===== config.mk =====
export PLATFORM = sky130hd
export DESIGN_NAME = hazard_forward_unit
export DESIGN_NICKNAME = d
export VERILOG_FILES = /design/src/rtl/hazard_forward_unit.sv
export SDC_FILE = /design/constraint.sdc
export NUM_CORES = 1
export LEC_CHECK = 0
export BUFFER_PORTS_ARGS = -buffer_cell sky130_fd_sc_hd__buf_2
export CORE_ASPECT_RATIO = 1.1
export CORE_MARGIN = 4
export CORE_UTILIZATION = 48
export CTS_CLUSTER_DIAMETER = 30
export DETAILED_ROUTE_END_ITERATION = 10
export PLACE_DENSITY = 0.79
export SYNTH_ARGS = -nofsm -noshare
export SYNTH_HDL_FRONTEND = slang
export SYNTH_SLANG_ARGS = --single-unit
export TNS_END_PERCENT = 30

===== constraint.sdc =====
create_clock -name clk -period 1.9 [get_ports clk]
set_clock_uncertainty 0.05 [all_clocks]
set_input_delay 0.38 -clock clk [delete_from_list [all_inputs] [get_ports clk]]
set_output_delay 0.38 -clock clk [all_outputs]
set_load 0.1 [all_outputs]

===== src/rtl/hazard_forward_unit.sv =====
// hazard_forward_unit
//   Tracks in-flight register writes across DEPTH downstream pipeline stages
//   and produces per-read-port forwarding selects plus a load-use stall.
//   Sits beside decode: issue-stage requests come in, and mux selects and a
//   stall go out to the datapath and PC control.
//
// Ports
//   clk         clock
//   rst         asynchronous, active-low reset
//   en          pipeline advance enable; low freezes all state
//   flush       squash the instruction currently at issue
//   rd_addr     read addresses, port i at [i*AW +: AW]
//   rd_used     port i actually consumes its operand
//   wr_addr     destination of the issuing instruction
//   wr_en       issuing instruction writes the register file
//   wr_is_load  issuing instruction is a memory load
//   fwd_sel     per port at [i*SW +: SW]: 0 = register file, k = stage k
//   stall       hold issue/PC this cycle
//   stall_cnt   number of cycles that advanced while stalled (wraps)
//
// Interface timing: fwd_sel and stall are purely combinational from the
// tracker state and the current issue inputs. The tracker advances on a
// clk edge only when en is high. While stall is high the issuing
// instruction is not captured (a bubble is inserted) and must be presented
// again on the following cycle.
module hazard_forward_unit #(
  parameter int NUM_RD   = 2,
  parameter int DEPTH    = 2,
  parameter int AW       = 5,
  parameter int LOAD_LAT = 1,
  parameter int SW       = $clog2(DEPTH + 1)
) (
  input  logic                 clk,
  input  logic                 rst,
  input  logic                 en,
  input  logic                 flush,
  input  logic [NUM_RD*AW-1:0] rd_addr,
  input  logic [NUM_RD-1:0]    rd_used,
  input  logic [AW-1:0]        wr_addr,
  input  logic                 wr_en,
  input  logic                 wr_is_load,
  output logic [NUM_RD*SW-1:0] fwd_sel,
  output logic                 stall,
  output logic [31:0]          stall_cnt
);

  // Stage k (1 = nearest to issue) holds {valid, addr, load}.
  logic [DEPTH:1]  r_valid;
  logic [DEPTH:1]  r_load;
  logic [AW-1:0]   r_addr [1:DEPTH];
  logic [31:0]     r_stall_cnt;

  logic [NUM_RD*SW-1:0] w_fwd_sel;
  logic                 w_stall_raw;
  logic                 w_stall;
  logic                 w_cap_valid;
  logic                 w_match;

  // Register 0 is hard-wired, so a write to it is never tracked; this is
  // what guarantees r0 reads never match.
  assign w_cap_valid = wr_en && (wr_addr != '0);

  always_comb begin
    w_fwd_sel   = '0;
    w_stall_raw = 1'b0;
    w_match     = 1'b0;
    for (int i = 0; i < NUM_RD; i++) begin
      // Walk from the oldest stage to the nearest so the nearest producer
      // overwrites older ones and wins.
      for (int k = DEPTH; k >= 1; k--) begin
        w_match = rd_used[i] && r_valid[k] &&
                  (r_addr[k] == rd_addr[i*AW +: AW]);
        if (w_match) begin
          w_fwd_sel[i*SW +: SW] = SW'(k);
          // A load still inside stages 1..LOAD_LAT has no data yet.
          if (r_load[k] && (k <= LOAD_LAT)) begin
            w_stall_raw = 1'b1;
          end
        end
      end
    end
  end

  // A squashed instruction has no operands to wait for.
  assign w_stall   = w_stall_raw && !flush;
  assign fwd_sel   = w_fwd_sel;
  assign stall     = w_stall;
  assign stall_cnt = r_stall_cnt;

  always_ff @(posedge clk or negedge rst) begin
    if (!rst) begin
      r_valid     <= '0;
      r_load      <= '0;
      r_stall_cnt <= '0;
      for (int k = 1; k <= DEPTH; k++) begin
        r_addr[k] <= '0;
      end
    end else if (en) begin
      for (int k = DEPTH; k >= 2; k--) begin
        r_valid[k] <= r_valid[k-1];
        r_load[k]  <= r_load[k-1];
        r_addr[k]  <= r_addr[k-1];
      end
      if (flush || w_stall) begin
        // Bubble: the issuing instruction is either squashed or re-presented.
        r_valid[1] <= 1'b0;
        r_load[1]  <= 1'b0;
        r_addr[1]  <= '0;
      end else begin
        r_valid[1] <= w_cap_valid;
        r_load[1]  <= wr_is_load;
        r_addr[1]  <= wr_addr;
      end
      if (w_stall) begin
        r_stall_cnt <= r_stall_cnt + 32'd1;
      end
    end
  end

endmodule


==> results.ini, run 1 <==
[synthesis]
yosysTopAreaCell = dfrtp_1
postSynthAreaPerCell_um2 = 11.4
synth_nets = 232
yosysWarnings = 0
synthTopCellsByArea = dfrtp_1 (47%), xnor2_1 (14%), xor2_1 (4.8%)
yosysMostFrequentCell = dfrtp_1
synth_area_um2 = 2380
netlist_top_cells_count = dfrtp_1 (45), xnor2_1 (38)
synth_edf_count = 0
synth_cell_types = 35
ys_async_sr_fraction = 1.00
synth-seq-cells = 45
yosysSeqAreaShare = 0.473
synth_ff_type = dfrtp_1
netlist_instances = 208
synth_top_area_frac = 0.473

[grt]
grt_pass1_wl_um = 10500
grt_max_degree = 22
overflow = 0
grt_usage = 0.225
grt_pass1_vias = 2199
antenna_found_initial = 0

[final_layout]
area_growth_syn_to_layout_pct = 50.8
drive_gt1_frac = 0.597
diodes = 0
post-route-util = 0.761
final_nets = 348
final_cells = 381

[sta]
post-route-min-period_ns = 2.30
fin_crit_sh = 1.21
final-setup-viol-count = 35
slew_headroom = 0.651
worst_pin_slew_ns = 0.519
grt_setup_unrepaired = yes
finalWorstSetupSlack_ns = -0.400
max_freq_mhz = 435
finalHoldViolCount = 0
slew_violations = 0

[floorplanning]
ioPinCount = 60
coreArea_um2 = 4720
die_w_um = 75.1
die_h_um = 81.9
die_area_um2 = 6150
initial_core_util = 0.505
num_rows = 26

[clocking]
tritoncts = done
clock_path_buffers = 2
cts_root_buf = clkbuf_8
cts_buffers = 5
h-tree-depth = 2
worstSkewPairLatency_ns = 0.30
clkSlewWorstSetupHoldPaths_ns = 0.08
cts_sinks = 45

[routing]
routed_via_density = 5.47
wire_per_inst_um = 17.0
drc = 0
firstDrtPassIters = 4
dr.first_iter.drc_count = 63
routed_wl_um = 6470
via_count = 2084
antenna_left = 0

[setup_path]
reg2reg_depth = 7
cp_max_fo = 5
cp-endpoint = stall
critical_path.startpoint = r_addr[8]
required_ns = 1.47
critPathArrivalTime_ns = 1.87
reg2reg_slack_ns = -0.21
reg2reg_from = r_addr[8]
r2r_end = stall_cnt[1]
critPathKind = register to output pin
cp-end-kind = output pin
startpoint_type = register

[placed_design]
hpwlAfterDp_um = 4500
post-place-ws_ns = -0.165
routabilityCongestion = 0.835
numPlacedInstances = 363
port_buffers = 59

[power]
p_leak_nw = 1.68
vdd_ir_drop_max_mv = 0.385
powerDensity_nw_per_um2 = 571
p_total_w = 0.00205

[outcome]
violations = setup timing
status = finished with violations

[run]
max_cap_violations = 0

[hold_path]
hp-class = input pin to register

## cells in the final DEF (no fill, tap or decap), types with 7 or more instances in the layout
master and instances:
xnor2_1 36, buf_4 48, dfrtp_4 14, nand3_1 9, buf_2 54, dfrtp_2 15, nand2_1 13, nand4_1 13
dfrtp_1 16, nor2_1 7, xor2_1 8
## worst max-delay path, cell delays in order (launching register included)
cell	delay, ns
dfrtp_2	0.47
xor2_2	0.18
nor4_4	0.30
buf_4	0.17
a22oi_4	0.07
nor3_4	0.17
buf_12	0.20
## final cells by class
type                       instances  area, um2
multi-input combinational        153       1380
sequential                        45       1200
fill                             301       1130
timing repair buffer             114        808
clock buffer                       7       86.3
tap                               56       70.1
clock inverter                     1       30.0
inverter                           5       18.8
## logic make-up after synthesis
family / Yosys count / synth area share
flops: 45 / 0.473
simple gates: 84 / 0.239
buf+inv: 10 / 0.0195
xor+xnor: 51 / 0.188
compound gates: 10 / 0.0426
mux: 7 / 0.0331
fa+ha+maj: 1 / 0.00526
## worst min path at each step
stage	depth (start not counted)	slack, ns	endpoint	from
final	2	0.25	r_load[1]	wr_is_load
after global routing	2	0.26	r_load[1]	wr_is_load
after CTS	2	0.24	r_load[1]	wr_is_load
after detailed placement	1	0.24	stall_cnt[6]	rst
after global placement	1	0.24	stall_cnt[6]	rst
after floorplan	0	0.03	r_addr[0]	rst
## routing by layer
| metal | track usage | share of wire |
|---|---|---|
| met1 | 0.261 | 0.41 |
| met2 | 0.410 | 0.51 |
| met3 | 0.0490 | 0.053 |
| met4 | 0.0682 | 0.023 |
| met5 | 0 | 0 |
## report_power, final
group / internal, W / leakage (nW) / switching (W)
registers: 0.000984 / 0.556 / 0.0000381
clock network: 0.000429 / 0.0585 / 0.000336
logic: 0.000130 / 1.07 / 0.000131
## through the flow
stage                     setup TNS, ns  hold slack (ns)  area [um2]
final                             -5.56            0.247        3590
after global routing              -7.83            0.258        3590
after CTS                         -2.35            0.240        3500
after detailed placement          -2.68            0.240        3240
after global placement            -1.88            0.240        3240
after floorplan                   -2.77           0.0344        2510
## state kept, by name, summed over array words and instances, names as in the netlist
name       count
stall_cnt     32
r_load         1
r_valid        2
r_addr        10
## timing repair
item / CTS / global route
pin swaps: 5 / 7
endpoints found under the hold margin: 12 / 0
setup buffers: 4 / 4
gates resized for setup: 21 / 14
endpoints found under the setup margin: 31 / 39
hold buffers: 1 / 0
gates cloned: 1 / 0
Power figures use the tool's default switching activity.
==> run 2: changes to the inputs <==
--- a/config.mk
+++ b/config.mk
@@ -5,9 +5,9 @@
 export SDC_FILE = /design/constraint.sdc
 export NUM_CORES = 1
 export LEC_CHECK = 0
-export BUFFER_PORTS_ARGS = -buffer_cell sky130_fd_sc_hd__buf_2
+export BUFFER_PORTS_ARGS = -buffer_cell sky130_fd_sc_hd__buf_4
 export CORE_ASPECT_RATIO = 1.1
-export CORE_MARGIN = 4
+export CORE_MARGIN = 2
 export CORE_UTILIZATION = 48
 export CTS_CLUSTER_DIAMETER = 30
 export DETAILED_ROUTE_END_ITERATION = 10
==> run 2 against run 1 <==
Against the previous run:
- the run still ends with setup timing left
- clock power increased by 2%
- power down 0.10%
- register-to-register slack improved by 0.04 ns
- via count down 2.9%
- core utilization is 2.0 points higher
- maximum frequency rose by 0.45%
- routed wire length down 6.6%
- count of clock-buffer cells in the layout down 1
- worst hold slack worse by 0.23 ns
- die area down 10%
- critical endpoint unchanged
- combinational power fell by 5%
- sequential power about the same
==> results.ini, run 2 (synthesized netlist as in run 1, its figures left out) <==
[grt]
grt_pass1_vias = 2070
grt_use_met2 = 0.387
grtUsageMet1 = 0.265
overflow = 0
grtUsageMet3 = 0.0455
grt_max_degree = 46
gr-max-usage-layer = met2
grt_usage = 0.220
antenna_found_initial = 0
grt_pass1_wl_um = 9650

[placed_design]
dpl_cell_area_um2 = 3320
hpwlAfterDp_um = 4280
routabilityCongestion = 0.806
port_buffers = 59

[sta]
fin_setup_tns_ns = -3.36
worst_pin_slew_ns = 0.578
grt_setup_unrepaired = yes
finalHoldViolCount = 0
fin_crit_sh = 1.21
final-setup-viol-count = 32
max_freq_mhz = 437
post-route-min-period_ns = 2.29
slew_headroom = 0.614
finalWorstSetupSlack_ns = -0.390
slew_violations = 0

[floorplanning]
initial_core_util = 0.505
die_h_um = 77.9
die_w_um = 71.1
die_area_um2 = 5540
ioPinCount = 60
coreArea_um2 = 4720
num_rows = 26

[power]
vdd_ir_drop_max_mv = 0.501
swShare = 0.248
cell_internal_pwr_w = 0.00154
combPwrFrac = 0.122
pwr-share-seq = 0.499
powerDensity_nw_per_um2 = 555
p_leak_nw = 1.71
power_frac_clock = 0.379
power_switching_w = 0.000507
p_total_w = 0.00205

[setup_path]
cp_max_fo = 4
r2r_end = stall_cnt[27]
cp.depth = 6
max_stage_delay_ns = 0.44
reg2reg_slack_ns = -0.17
critPathKind = register to output pin
crit_buf_inv = 2
startpoint_type = register
critPathSlowestCell = dfrtp_1
reg2reg_depth = 9
required_ns = 1.47
reg2reg_from = r_addr[5]
path_delay_family = simple AND/OR/NAND/NOR gates
cp-end-kind = output pin
critPathArrivalTime_ns = 1.86
path_cells = xor2_1 -> nor4_2 -> buf_4 -> a22oi_4 -> nor3_4 -> buf_12

[routing]
firstDrtPassIters = 4
antenna_left = 0
routed_wl_um = 6040
wire_per_inst_um = 16.1
drc = 0
via_count = 2023
routed_via_density = 5.38
dr.first_iter.drc_count = 87

[final_layout]
drive_gt1_frac = 0.588
largest_reg_flops = 32
final_nets = 343
final_common_cell = buf_4
ff_latch_area_um2 = 1200
final_area_um2 = 3690
multiInputGateArea_um2 = 1380
fillCellCount = 285
area_growth_syn_to_layout_pct = 54.9
mostFrequentLayoutCells = buf_4 (98), xnor2_1 (37), dfrtp_1 (17)
diodes = 0

[clocking]
cts_buffers = 5
ctsHoldBuffers = 0
worstSkewPairLatency_ns = 0.31
tritoncts = done
cts_sinks = 45
clkSlewWorstSetupHoldPaths_ns = 0.09
clock_path_buffers = 2
h-tree-depth = 2
cts_root_buf = clkbuf_8

[run]
max_cap_violations = 0

[outcome]
violations = setup timing
status = finished with violations

[hold_path]
hp-class = input pin to async pin

-- run 2: changes by cell type in the layout (fill, tap and decap cells not counted), moves of 2 or more --
cell and change:
buf_2 -54, xor2_2 -3, buf_4 +50, xor2_1 +2
-- run 2: final cells by class --
type / count / area share
inverter: 5 / 0.00509
clock buffer: 6 / 0.0224
multi-input combinational: 153 / 0.374
tap: 56 / 0.0190
sequential: 45 / 0.325
clock inverter: 2 / 0.0102
timing repair buffer: 109 / 0.245
-- run 2: timing repair --
action                                  in CTS  in global routing
endpoints found under the setup margin      34                 37
setup buffers                                2                  4
pin swaps                                    5                  7
gates resized for setup                     32                 11
-- run 2: metrics by stage --
stage	util	std cells	worst slack [ns]	hold slack, ns
6_report	0.781	376	-0.390	0.0170
5_1_grt	0.781	376	-0.468	0.0604
3_3_place_gp	0.705	362	-0.198	0.361
3_5_place_dp	0.705	362	-0.196	0.369
2_1_floorplan	-	208	-0.465	0.0344
4_1_cts	0.763	372	-0.388	0.0421
-- run 2: how the worst max path moves through the flow --
| stage | slack [ns] | start | end |
|---|---|---|---|
| floorplan | -0.47 | r_addr[7] | fwd_sel[1] |
| global placement | -0.20 | rd_addr[9] | stall |
| detailed placement | -0.20 | rd_addr[4] | fwd_sel[0] |
| CTS | -0.39 | r_addr[9] | stall |
| global route | -0.47 | r_addr[9] | stall |
| finish | -0.39 | r_addr[7] | stall |
-- run 2: per-layer routing --
layer,routed length [um],share of wire
met5,0,0
met4,102,0.017
met3,297,0.049
met2,3300,0.55
met1,2340,0.39
-- run 2: power by group through the flow --
stage	clock (W)	combinational (W)	sequential, W
3_5_place_dp	0	0.000232	0.00104
6_report	0.000777	0.000249	0.00102
5_1_grt	0.000817	0.000271	0.00103
3_3_place_gp	0	0.000224	0.00104
2_1_floorplan	0	0.000114	0.00104
4_1_cts	0.000777	0.000242	0.00102
